[config.mk]
export PLATFORM = sky130hd
export DESIGN_NAME = dpe_vec_loader
export DESIGN_NICKNAME = d
export VERILOG_FILES = /design/src/rtl/dpe_vec_loader.sv
export SDC_FILE = /design/constraint.sdc
export NUM_CORES = 1
export LEC_CHECK = 0
export ABC_AREA = 1
export CAP_MARGIN = 30
export CORE_MARGIN = 5
export CORE_UTILIZATION = 57
export DETAILED_ROUTE_END_ITERATION = 7
export GPL_ROUTABILITY_DRIVEN = 0
export PLACE_DENSITY = 0.79
export RECOVER_POWER = 50
export SYNTH_ARGS = -nofsm -noshare
export SYNTH_HDL_FRONTEND = slang
export SYNTH_SLANG_ARGS = --single-unit
[constraint.sdc]
create_clock -name clk -period 12 [get_ports clk]
set_input_delay 2.4 -clock clk [delete_from_list [all_inputs] [get_ports clk]]
set_output_delay 2.4 -clock clk [all_outputs]
set_load 0.02 [all_outputs]
[src/rtl/dpe_vec_loader.sv]
// Serial-to-parallel vector assembler feeding the DPE CSA reduction stage.
// Elements arrive one per cycle on a valid/ready stream and are packed into one
// of two ping-pong banks. Short vectors (closed early by in_last) are zero-padded.
// A completed bank is presented on a valid/ready port while the other bank fills.
//
// Bank state table:
//   state      | meaning
//   BANK_EMPTY | bank is free; it is zeroed and may be (partially) filling
//   BANK_FULL  | bank holds a closed vector awaiting the consumer
module dpe_vec_loader #(
    parameter int INPUT_VEC_LEN = 8,
    parameter int WIDTH         = 16,
    parameter int CNT_W         = $clog2(INPUT_VEC_LEN + 1)
) (
    input  logic                                  clk,
    input  logic                                  rst,
    input  logic                                  in_valid,
    output logic                                  in_ready,
    input  logic [WIDTH-1:0]                      in_data,
    input  logic                                  in_last,
    output logic                                  out_valid,
    input  logic                                  out_ready,
    output logic [INPUT_VEC_LEN-1:0][WIDTH-1:0]   out_vec,
    output logic [CNT_W-1:0]                      out_len
);

    localparam int IDX_W = (INPUT_VEC_LEN > 1) ? $clog2(INPUT_VEC_LEN) : 1;
    localparam logic [IDX_W-1:0] LAST_IDX = IDX_W'(INPUT_VEC_LEN - 1);

    typedef enum logic {
        BANK_EMPTY = 1'b0,
        BANK_FULL  = 1'b1
    } bank_state_t;

    bank_state_t                           bank_st  [2];
    logic [INPUT_VEC_LEN-1:0][WIDTH-1:0]   bank_vec [2];
    logic [CNT_W-1:0]                      bank_len [2];

    logic              wr_bank;
    logic              rd_bank;
    logic [IDX_W-1:0]  idx;

    logic accept;
    logic closing;
    logic rd_release;

    // Handshake qualifiers; ready/valid depend only on bank state so neither
    // port combinationally depends on the other side's valid or ready.
    always_comb begin
        in_ready   = (bank_st[wr_bank] != BANK_FULL);
        out_valid  = (bank_st[rd_bank] == BANK_FULL);
        accept     = in_valid & in_ready;
        closing    = in_last | (idx == LAST_IDX);
        rd_release = out_valid & out_ready;
    end

    // Output mux; a read bank that is still filling must not leak partial data.
    always_comb begin
        out_vec = '0;
        out_len = '0;
        if (out_valid) begin
            out_vec = bank_vec[rd_bank];
            out_len = bank_len[rd_bank];
        end
    end

    // Bank fill / release. A release and a close in the same cycle always touch
    // different banks: the write bank can only equal the read bank while it is
    // not yet FULL, and a release needs the read bank FULL.
    always_ff @(posedge clk or posedge rst) begin
        if (rst) begin
            for (int b = 0; b < 2; b++) begin
                bank_st[b]  <= BANK_EMPTY;
                bank_vec[b] <= '0;
                bank_len[b] <= '0;
            end
            wr_bank <= 1'b0;
            rd_bank <= 1'b0;
            idx     <= '0;
        end else begin
            if (rd_release) begin
                bank_st[rd_bank]  <= BANK_EMPTY;
                bank_vec[rd_bank] <= '0;
                bank_len[rd_bank] <= '0;
                rd_bank           <= ~rd_bank;
            end
            if (accept) begin
                bank_vec[wr_bank][idx] <= in_data;
                if (closing) begin
                    bank_st[wr_bank]  <= BANK_FULL;
                    bank_len[wr_bank] <= CNT_W'(idx) + CNT_W'(1);
                    idx               <= '0;
                    wr_bank           <= ~wr_bank;
                end else begin
                    idx <= idx + IDX_W'(1);
                end
            end
        end
    end

endmodule

==> impl_metrics.json <==
{
  "met3_wirelength_um": 3160,
  "postRouteWirelength_um": 40400,
  "layout.cell_area.non_filler_um2": 16700,
  "drt-pass1-iter-count": 7,
  "fp.dieArea_um2": 28500,
  "worst_hold_slack_ns": 0.541,
  "detail_route_antenna_nets": 0,
  "met2RoutedLength_um": 19400,
  "synth_most_common_cell": "nand2_1",
  "dp_hpwl_um": 24500,
  "cts.hold.buffers_added": 0,
  "cap_violations": 4,
  "cts-resized-gates": 0,
  "power.static_leakage_nw": 9.53,
  "finalHoldViolations": 0,
  "numPortBuffers": 154,
  "placement_cell_area_um2": 15900,
  "slew_headroom_pct": -135,
  "number_of_warnings_printed_during_yosys_synthesis": 0,
  "finalSetupViolCount": 0,
  "drc": 0,
  "tightest_slew_ns": 3.52,
  "start_util_pct": 57.5,
  "synth_flop_cell": "dfrtp_1",
  "detailroute.via_count": 13200,
  "critical_path_capture_point_type": "primary output",
  "synthDominantAreaCellType": "dfrtp_1",
  "htree_num_levels": 1,
  "worst_setup_path_start_kind": "flip-flop",
  "number_of_synthesized_register_bits": 271,
  "vdd.ir_drop.worst_mv": 0.127,
  "synth_enable_flop_cells": 0,
  "grt_setup_unrepaired": "no",
  "grt_overflow_total": 0,
  "cellInternalPower_mw": 2.16,
  "num-nets-final": 2218,
  "antenna_violations_before_repair": 2,
  "switching_power_mw": 1.46,
  "fmaxAchievable_mhz": 116,
  "cts_made_buffers": 29,
  "synth-seq-area-share_pct": 47.2,
  "detail_route.vias_per_cell": 5.19,
  "timing_worst_setup_path_type": "reg -> out",
  "synth_top_cells_by_area": "dfrtp_1, nand2_1, inv_1",
  "worst_skew_pair.late_latency_ns": 0.54,
  "synthesis.area_um2": 14400,
  "dieWidth_um": 169,
  "cts_max_path_buffers": 3,
  "power-per-cell-area_nw_per_um2": 216,
  "cts.sinks": 271,
  "synth_fp_nets": 2154,
  "coreArea_um2": 25000,
  "pre_cts_slack_ns": 6.04,
  "drive_gt1_share_pct": 3.75,
  "grt.total_usage_pct": 28.3,
  "via_count_of_the_first_global_routing_pass": 12700,
  "slew_violations": 233,
  "num_rows": 58,
  "power.share.clock_pct": 23.6,
  "required_ns": 9.60,
  "postCtsSetupBuffers": 0,
  "finalClockSkew_ns": 0.00698,
  "mean_syn_cell_area_um2": 6.74,
  "proportion_of_power_drawn_by_combinational_gates_pct": 37.1,
  "crit_arrival_ns": 6.22,
  "r2r_cells": 7,
  "die_y_um": 169,
  "grt_start_max_net_pins": 128,
  "route.layer.met1.wl_um": 16400,
  "synthCells": 2131,
  "setup_slack_ns": 3.38,
  "seqPwrFrac_pct": 39.2,
  "netlist-cell-type-count": 23,
  "clk_pin_slew_worst_paths_ns": 0.06,
  "routedWlPerCell_um": 15.8,
  "dr.first_iter.drc_count": 1303,
  "cp_max_fo": 91,
  "highest-signal-layer": "met5",
  "synth_largest_type_area_fraction_pct": 47.2,
  "time_the_worst_path_needs_with_i_o_delays_and_setup_ns": 8.62,
  "hold_path_depth": 2,
  "run_status": "complete, but fails checks",
  "synth-async-reset-ratio_pct": 100,
  "floorplan.io_pins": 155,
  "global_route_wire_length_before_repair_um": 65800,
  "tritoncts_clock_tree": "yes",
  "timing.final.crit_share_pct": 71.8,
  "synth.cells.most_frequent": "nand2_1, dfrtp_1, inv_1, o21ai_0, nor2_1",
  "areaGrowthSynthToFinish_pct": 16.5,
  "holdCritPathClass": "reg -> reg",
  "tns_ns": 0,
  "violations": "capacitance limit, slew limit",
  "power.switching_fraction_pct": 40.3,
  "power_mw": 3.62,
  "cts.root.buffer_cell": "clkbuf_16"
}
## layout by cell type, fill, tap and decap left out, types with 2 or more instances in the layout
cell and n:
clkinvlp_2 2, o21ai_0 171, dfrtp_1 271, clkinv_2 5
buf_4 15, nand4_1 10, nand2_1 1091, clkbuf_16 29
clkbuf_1 18, clkdlybuf4s50_1 151, inv_2 2, nor2_1 140
clkbuf_8 5, o21ai_1 18, buf_8 7, nor2_2 2
nor3_1 6, dlygate4sd3_1 3, ha_1 2, nand2_2 3
nand3_1 24, inv_1 228, nand4_2 2, nor2_4 5
## through the flow
stage,util (%),cells
final,67.1,2547
after global routing,67.1,2547
after CTS,67.2,2544
after detailed placement,63.6,2492
after global placement,63.2,2485
after floorplan,-,2131
## power groups by stage
stage	Clock, mW	Combinational (mW)	Sequential, mW
2_1_floorplan	0	1.02	1.34
3_3_place_gp	0	1.30	1.42
3_5_place_dp	0	1.34	1.43
4_1_cts	0.863	1.35	1.42
5_1_grt	0.906	1.52	1.45
6_report	0.856	1.34	1.42
## cell type report
type	count	area, µm²
sequential	271	6780
inverter	233	880
clock inverter	6	55.1
clock buffer	46	840
multi-input combinational	1477	5960
fill	2177	8220
tap	330	413
antenna	1	2.50
timing repair buffer	183	1810
## sequential cells by signal, summed over array words and instances, names as in the netlist
name and count:
rd_bank 1, wr_bank 1, idx 3, bank_vec 256
bank_len 8, bank_st 2
## routing by layer
metal  global-route usage [%]  up-vias
met1                     38.8     6147
met2                     46.5      537
met3                     4.41       94
li1                         -     6439
met4                     8.93        2
met5                        0        -
## worst paths after layout
kind	slack [ns]	start	endpoint
min in group asynchronous	2.23	rst	bank_vec[43]
setup / recovery	3.38	rd_bank	out_vec[120]
hold reg to reg	0.54	bank_vec[94]	bank_vec[94]
setup reg to reg	4.07	rd_bank	bank_vec[236]
max in group asynchronous	4.76	rst	bank_vec[176]
hold / removal	0.54	bank_vec[94]	bank_vec[94]
## worst max-delay path: stages (launching register included)
cell             delay [ns]
dfrtp_1                1.24
buf_4                  0.76
clkinvlp_2             1.62
buf_4                  0.95
nand2_1                0.21
nand2_1                0.08
nand2_1                0.07
inv_1                  0.04
clkdlybuf4s50_1        0.53
## logic make-up after synthesis
group,synth area share [%]
DFF,47.2
adders and majority gates,0.174
and+or+nand+nor,34.6
buffers and inverters,11.4
AOI/OAI and AO/OA,6.62
No activity file was read; power rests on OpenSTA's default activity.
